<file path="config.mk">
export PLATFORM = sky130hd
export DESIGN_NAME = dda_run_ctrl
export DESIGN_NICKNAME = d
export VERILOG_FILES = /design/src/rtl/dda_run_ctrl.sv
export SDC_FILE = /design/constraint.sdc
export NUM_CORES = 1
export LEC_CHECK = 0
export ABC_AREA = 1
export CAP_MARGIN = 10
export CORE_MARGIN = 2
export CORE_UTILIZATION = 46
export DETAILED_ROUTE_END_ITERATION = 8
export GPL_TIMING_DRIVEN = 1
export PLACE_DENSITY = 0.78
export SLEW_MARGIN = 5
export SYNTH_ARGS = -nofsm -noshare
export SYNTH_HDL_FRONTEND = slang
export SYNTH_SLANG_ARGS = --single-unit
</file>
<file path="constraint.sdc">
create_clock -name clk -period 1.65 [get_ports clk]
set_input_delay 0.33 -clock clk [delete_from_list [all_inputs] [get_ports clk]]
set_output_delay 0.33 -clock clk [all_outputs]
set_load 0.01 [all_outputs]
</file>
<file path="src/rtl/dda_run_ctrl.sv">
// Run sequencer for the posit spring-mass DDA: init, settle, step, and a decimated
// (v1, v2) sample stream with valid/ready backpressure that stalls integration.
module dda_run_ctrl #(
    parameter int N          = 16,
    parameter int SETTLE_CYC = 4,
    parameter int STEPW      = 16,
    parameter int DECW       = 8
) (
    input  logic             clk,
    input  logic             rst_n,
    input  logic             start,
    input  logic             abort,
    input  logic [STEPW-1:0] num_steps,
    input  logic [DECW-1:0]  decim,
    input  logic [N-1:0]     dda_v1,
    input  logic [N-1:0]     dda_v2,
    output logic             dda_en,
    output logic             dda_init_n,
    output logic [N-1:0]     sample_v1,
    output logic [N-1:0]     sample_v2,
    output logic [STEPW-1:0] sample_idx,
    output logic             sample_valid,
    input  logic             sample_ready,
    output logic             busy,
    output logic             done
);

    localparam int WAITW = (SETTLE_CYC > 1) ? $clog2(SETTLE_CYC) : 1;
    localparam logic [WAITW-1:0] WAIT_INIT = WAITW'(SETTLE_CYC - 1);

    typedef enum logic [2:0] {
        S_IDLE,
        S_INIT,
        S_WAIT,
        S_OUT,
        S_STEP,
        S_DONE
    } state_t;

    state_t           state_q, state_d;
    logic [STEPW-1:0] num_steps_l_q, num_steps_l_d;
    logic [DECW-1:0]  decim_l_q, decim_l_d;
    logic [STEPW-1:0] step_cnt_q, step_cnt_d;
    logic [DECW-1:0]  dec_cnt_q, dec_cnt_d;
    logic [WAITW-1:0] wait_cnt_q, wait_cnt_d;
    logic [N-1:0]     sample_v1_q, sample_v1_d;
    logic [N-1:0]     sample_v2_q, sample_v2_d;
    logic [STEPW-1:0] sample_idx_q, sample_idx_d;
    logic             last_step;

    assign last_step = (step_cnt_q == num_steps_l_q);

    always_comb begin
        state_d       = state_q;
        num_steps_l_d = num_steps_l_q;
        decim_l_d     = decim_l_q;
        step_cnt_d    = step_cnt_q;
        dec_cnt_d     = dec_cnt_q;
        wait_cnt_d    = wait_cnt_q;
        sample_v1_d   = sample_v1_q;
        sample_v2_d   = sample_v2_q;
        sample_idx_d  = sample_idx_q;

        // abort outranks every transition, including a same-cycle transfer
        if (abort && (state_q != S_IDLE)) begin
            state_d = S_IDLE;
        end else begin
            case (state_q)
                S_IDLE: begin
                    if (start) begin
                        num_steps_l_d = num_steps;
                        decim_l_d     = (decim == '0) ? DECW'(1) : decim;
                        step_cnt_d    = '0;
                        dec_cnt_d     = '0;
                        state_d       = S_INIT;
                    end
                end
                S_INIT: begin
                    wait_cnt_d = WAIT_INIT;
                    state_d    = S_WAIT;
                end
                S_WAIT: begin
                    if (wait_cnt_q != '0) begin
                        wait_cnt_d = wait_cnt_q - WAITW'(1);
                    end else if ((dec_cnt_q == '0) || last_step) begin
                        sample_v1_d  = dda_v1;
                        sample_v2_d  = dda_v2;
                        sample_idx_d = step_cnt_q;
                        state_d      = S_OUT;
                    end else begin
                        state_d = S_STEP;
                    end
                end
                S_OUT: begin
                    if (sample_ready) begin
                        state_d = last_step ? S_DONE : S_STEP;
                    end
                end
                S_STEP: begin
                    step_cnt_d = step_cnt_q + STEPW'(1);
                    dec_cnt_d  = (dec_cnt_q == decim_l_q - DECW'(1)) ? '0 : dec_cnt_q + DECW'(1);
                    wait_cnt_d = WAIT_INIT;
                    state_d    = S_WAIT;
                end
                S_DONE: begin
                    state_d = S_IDLE;
                end
                default: begin
                    state_d = S_IDLE;
                end
            endcase
        end
    end

    always_ff @(posedge clk or negedge rst_n) begin
        if (!rst_n) begin
            state_q       <= S_IDLE;
            num_steps_l_q <= '0;
            decim_l_q     <= '0;
            step_cnt_q    <= '0;
            dec_cnt_q     <= '0;
            wait_cnt_q    <= '0;
            sample_v1_q   <= '0;
            sample_v2_q   <= '0;
            sample_idx_q  <= '0;
        end else begin
            state_q       <= state_d;
            num_steps_l_q <= num_steps_l_d;
            decim_l_q     <= decim_l_d;
            step_cnt_q    <= step_cnt_d;
            dec_cnt_q     <= dec_cnt_d;
            wait_cnt_q    <= wait_cnt_d;
            sample_v1_q   <= sample_v1_d;
            sample_v2_q   <= sample_v2_d;
            sample_idx_q  <= sample_idx_d;
        end
    end

    // every control output is a pure decode of the state register
    assign dda_en       = (state_q == S_INIT) || (state_q == S_STEP);
    assign dda_init_n   = (state_q != S_INIT);
    assign sample_valid = (state_q == S_OUT);
    assign busy         = (state_q != S_IDLE);
    assign done         = (state_q == S_DONE);
    assign sample_v1    = sample_v1_q;
    assign sample_v2    = sample_v2_q;
    assign sample_idx   = sample_idx_q;

endmodule

</file>
==> impl.org <==
** GRT
- Entering global routing, the biggest net connects 49 pins.
- The via count of the first global-routing pass came to 5268.
- Antenna violations before repair :: 0
- Aggregate global routing overflow :: 0
- First-pass GRT wire length :: 23900 um
- Across every metal layer, demand over resource in global routing totals 25.4%.

** CTS
- CTS built an H-tree with a depth of 3.
- Number of clock buffers inserted by TritonCTS :: 9
- Counting along the longest clock path gives a buffer depth of 2.
- TritonCTS built the clock tree.
- Master cell of the clock root buffer :: sky130_fd_sc_hd__clkbuf_8
- Clock-pin slew reported for the worst setup and hold paths after clock tree synthesis :: 0.10 ns
- At the later pin of the worst-skew pair, clock insertion delay measures 0.38 ns.
- Sink Count :: 101

** Floorplanning
- Chip Height :: 110 um
- The die covers 12000 um2.
- The die is 110 um wide.
- During I/O placement, the number of pins put on the boundary was 114.
- The floorplan step defined a core boundary enclosing 10800 um2.
- Once the floorplan was initialized, standard cells occupied 47.3% of the core.
- After floorplanning, the core was divided into 38 placement rows.

** Finish
- The area growth from synthesis to layout is 58.3%.
- Leaving out fill and tap cells, the most frequent cell in the layout is sky130_fd_sc_hd__nand2_1.
- Number of standard cells in the layout, taps in and fillers out :: 1014
- Nets :: 936
- Share of layout cells above drive strength 1 :: 27.0%
- The repair_antennas step left the layout with diodes totalling 0.
- Leading cell types in the layout, fill and taps excluded :: sky130_fd_sc_hd__nand2_1, sky130_fd_sc_hd__dfrtp_1, sky130_fd_sc_hd__buf_4, sky130_fd_sc_hd__clkdlybuf4s50_1, sky130_fd_sc_hd__nand4_1

** Power and ir drop
- IR analysis of the VDD net gives a maximum drop of 767 uV.
- In this run the static leakage power is 0.00417 uW.
- The design draws 11700 uW.
- P per Cell Area :: 1450 nW/um2

** Critical path
- At the worst endpoint, the arrival time is 2.07 ns.
- At the worst endpoint, the required time is 1.91 ns.
- STA classifies the critical path endpoint as a flip-flop.
- The critical path is of the reg2reg type.
- For the worst flop-to-flop path, the logic depth is 9.
- Of all nets on the critical path, the largest fanout is 4.
- Sort of element at the start of the critical path :: flip-flop

** STA
- The number of max-slew violations in the final report came to 0.
- Once routing completed, OpenROAD measured the worst setup slack at -0.150 ns.
- Minimum hold slack :: 0.463 ns
- Setup violations remaining at the end of the flow were counted as 61.
- Accumulated negative setup slack :: -5.58 ns
- Setup repair after global routing could not meet its margin everywhere.
- Highest clock rate :: 556 MHz
- Slew at the pin closest to its max-slew limit :: 0.467 ns
- Number of failing hold endpoints at the final stage :: 0
- For the final database, setup skew stands at 0.0124 ns.
- Minimum clock period after layout :: 1.80 ns
- In this run the tightest slew margin relative to its limit is 68.9%.
- The worst path uses 109% of the clock period.

** Synthesis
- Top FF cell, synth :: sky130_fd_sc_hd__dfrtp_1
- For this run, the register share of the synthesized area comes to 49.3%.
- Summed over its instances, the top area cell type makes up 49.3% of the synthesized netlist area.
- Counting every net in the synthesized netlist gives 727.
- Synthesis inferred 101 register bits.
- The synthesized design contains 0 enable-type register cells.
- After technology mapping, the gate count stands at 661.
- The average instance in the mapped netlist occupies 7.75 um2.
- The netlist uses 26 different library cells.
- In the synthesized netlist the async set-or-reset flop fraction comes to 100%.
- During synthesis, Yosys emitted a total of 0 warnings.
- Area of the mapped netlist :: 5120 um2
- Yosys attributes the largest share of cell area to sky130_fd_sc_hd__dfrtp_1, sky130_fd_sc_hd__nand2_1, sky130_fd_sc_hd__nand4_1.
- The biggest area contributor in the post-synthesis netlist is sky130_fd_sc_hd__dfrtp_1.

** Placement
- Before CTS, the worst setup slack after placement is -0.202 ns.
- At the end of routability-driven placement, the weighted congestion stood at 0.864.
- In this run the tool buffered the top-level ports with 113 buffer cells.
- Counting tap cells, the placed design contains a total of 961 instances.
- Post-DP HPWL :: 10200 um

** Min path
- In this run the worst hold path is classified as in2async.

** Detailed routing
- Number of DRC markers in iteration 0 :: 553
- The pre-antenna-repair detailed-routing pass consisted of 5 iterations.
- The final layout contains routed wiring with a total length of 17700 um.
- Mean number of vias per cell :: 5.56
- The routed layout has 5638 vias.
- Number of remaining DRC errors :: 0
- Routed wire per std cell :: 17.4 um
- Detail Route Antenna Nets :: 0

** Run status
- The final reports fail on setup timing.
- Status :: complete, but fails checks

** Run
- Max-cap violations in this run came to 0.
power by group:
part	internal, uW	switching [uW]	leakage, uW	total (uW)
Clock	1080	857	0.000125	1940
Sequential	3280	576	0.00132	3850
Combinational	2800	3130	0.00273	5940
synth_stat cells (2+ instances only):
cell type                    n
sky130_fd_sc_hd__a21oi_1    14
sky130_fd_sc_hd__o21ai_0    42
sky130_fd_sc_hd__nor3_1     14
sky130_fd_sc_hd__nand2_2     2
sky130_fd_sc_hd__xor2_1     14
sky130_fd_sc_hd__buf_2      18
sky130_fd_sc_hd__xnor2_1     4
sky130_fd_sc_hd__buf_4       2
sky130_fd_sc_hd__ha_1        5
sky130_fd_sc_hd__nand3_1    17
sky130_fd_sc_hd__o31ai_1     2
sky130_fd_sc_hd__clkbuf_1   13
sky130_fd_sc_hd__dfrtp_1   101
sky130_fd_sc_hd__nand4_1    63
sky130_fd_sc_hd__inv_1      55
sky130_fd_sc_hd__nand2_1   242
sky130_fd_sc_hd__nor4_1      5
sky130_fd_sc_hd__buf_6       2
sky130_fd_sc_hd__inv_2       9
sky130_fd_sc_hd__nor2_1     31
worst max-delay path, stage by stage (launching register included):
cell                      delay (ns)
sky130_fd_sc_hd__dfrtp_1        0.43
sky130_fd_sc_hd__buf_4          0.14
sky130_fd_sc_hd__ha_1           0.18
sky130_fd_sc_hd__nand2_2        0.10
sky130_fd_sc_hd__nor3_4         0.23
sky130_fd_sc_hd__nand2_2        0.11
sky130_fd_sc_hd__nor2_4         0.16
sky130_fd_sc_hd__nand2_2        0.08
sky130_fd_sc_hd__o21ai_1        0.18
sky130_fd_sc_hd__a21oi_1        0.08
logic make-up after synthesis:
kind of cell	count (synthesis)	share of synthesized area (%)
AND/OR/NAND/NOR	378	32.2
flip-flops	101	49.3
buffers and inverters	99	8.13
AO/OA/AOI/OAI	60	6.08
XOR/XNOR	18	3.08
adder cells (fa/ha/maj)	5	1.22
flip-flops by register name (all words and copies together) (netlist names):
name,flops
sample_idx,16
sample_v2,16
step_cnt_q,16
decim_l_q,8
num_steps_l_q,16
state_q,3
sample_v1,16
wait_cnt_q,2
dec_cnt_q,8
per-layer routing:
layer	wire, um	share of wire, %	up-vias	track usage [%]
met2	8950	51	277	44.6
li1	-	-	2581	-
met1	6740	38	2720	30.7
met5	0	0	-	0
met3	1330	7.6	60	4.03
met4	629	3.6	0	11.0
final timing paths:
check	from	endpoint	slack [ns]
setup / recovery	step_cnt_q[1]$_DFFE_PN0P_	step_cnt_q[10]$_DFFE_PN0P_	-0.15
hold / removal	rst_n	state_q[0]$_DFFE_PN0P_	0.46
setup reg to reg	step_cnt_q[1]$_DFFE_PN0P_	step_cnt_q[10]$_DFFE_PN0P_	-0.15
hold reg to reg	sample_v1[1]$_DFFE_PN0P_	sample_v1[1]$_DFFE_PN0P_	0.48
max in group asynchronous	rst_n	dec_cnt_q[4]$_DFFE_PN0P_	0.65
min in group clk	sample_v1[1]$_DFFE_PN0P_	sample_v1[1]$_DFFE_PN0P_	0.48
layout make-up:
type                    count  area, um2
inverters                  64        245
fillers                   707       2730
flip-flops and latches    101       2530
clock buffers              11        151
repair buffers            232       2360
clock inverters             4       95.1
multi-input cells         462       2550
well taps                 140        175
stage by stage:
stage	utilization [%]	cell area (um2)
3_3_place_gp	64.0	6940
5_1_grt	74.8	8110
3_5_place_dp	64.0	6940
2_1_floorplan	-	5120
4_1_cts	68.4	7410
6_report	74.8	8110
what timing repair did:
action | 4_1_cts | 5_1_grt
pin swaps | 5 | 23
hold buffers | 1 | 0
setup endpoints to repair | 69 | 106
gates cloned | 3 | 10
hold endpoints to repair | 29 | 0
setup buffers | 3 | 21
gates resized for setup | 54 | 116
No activity file was read; power rests on OpenSTA's default activity.
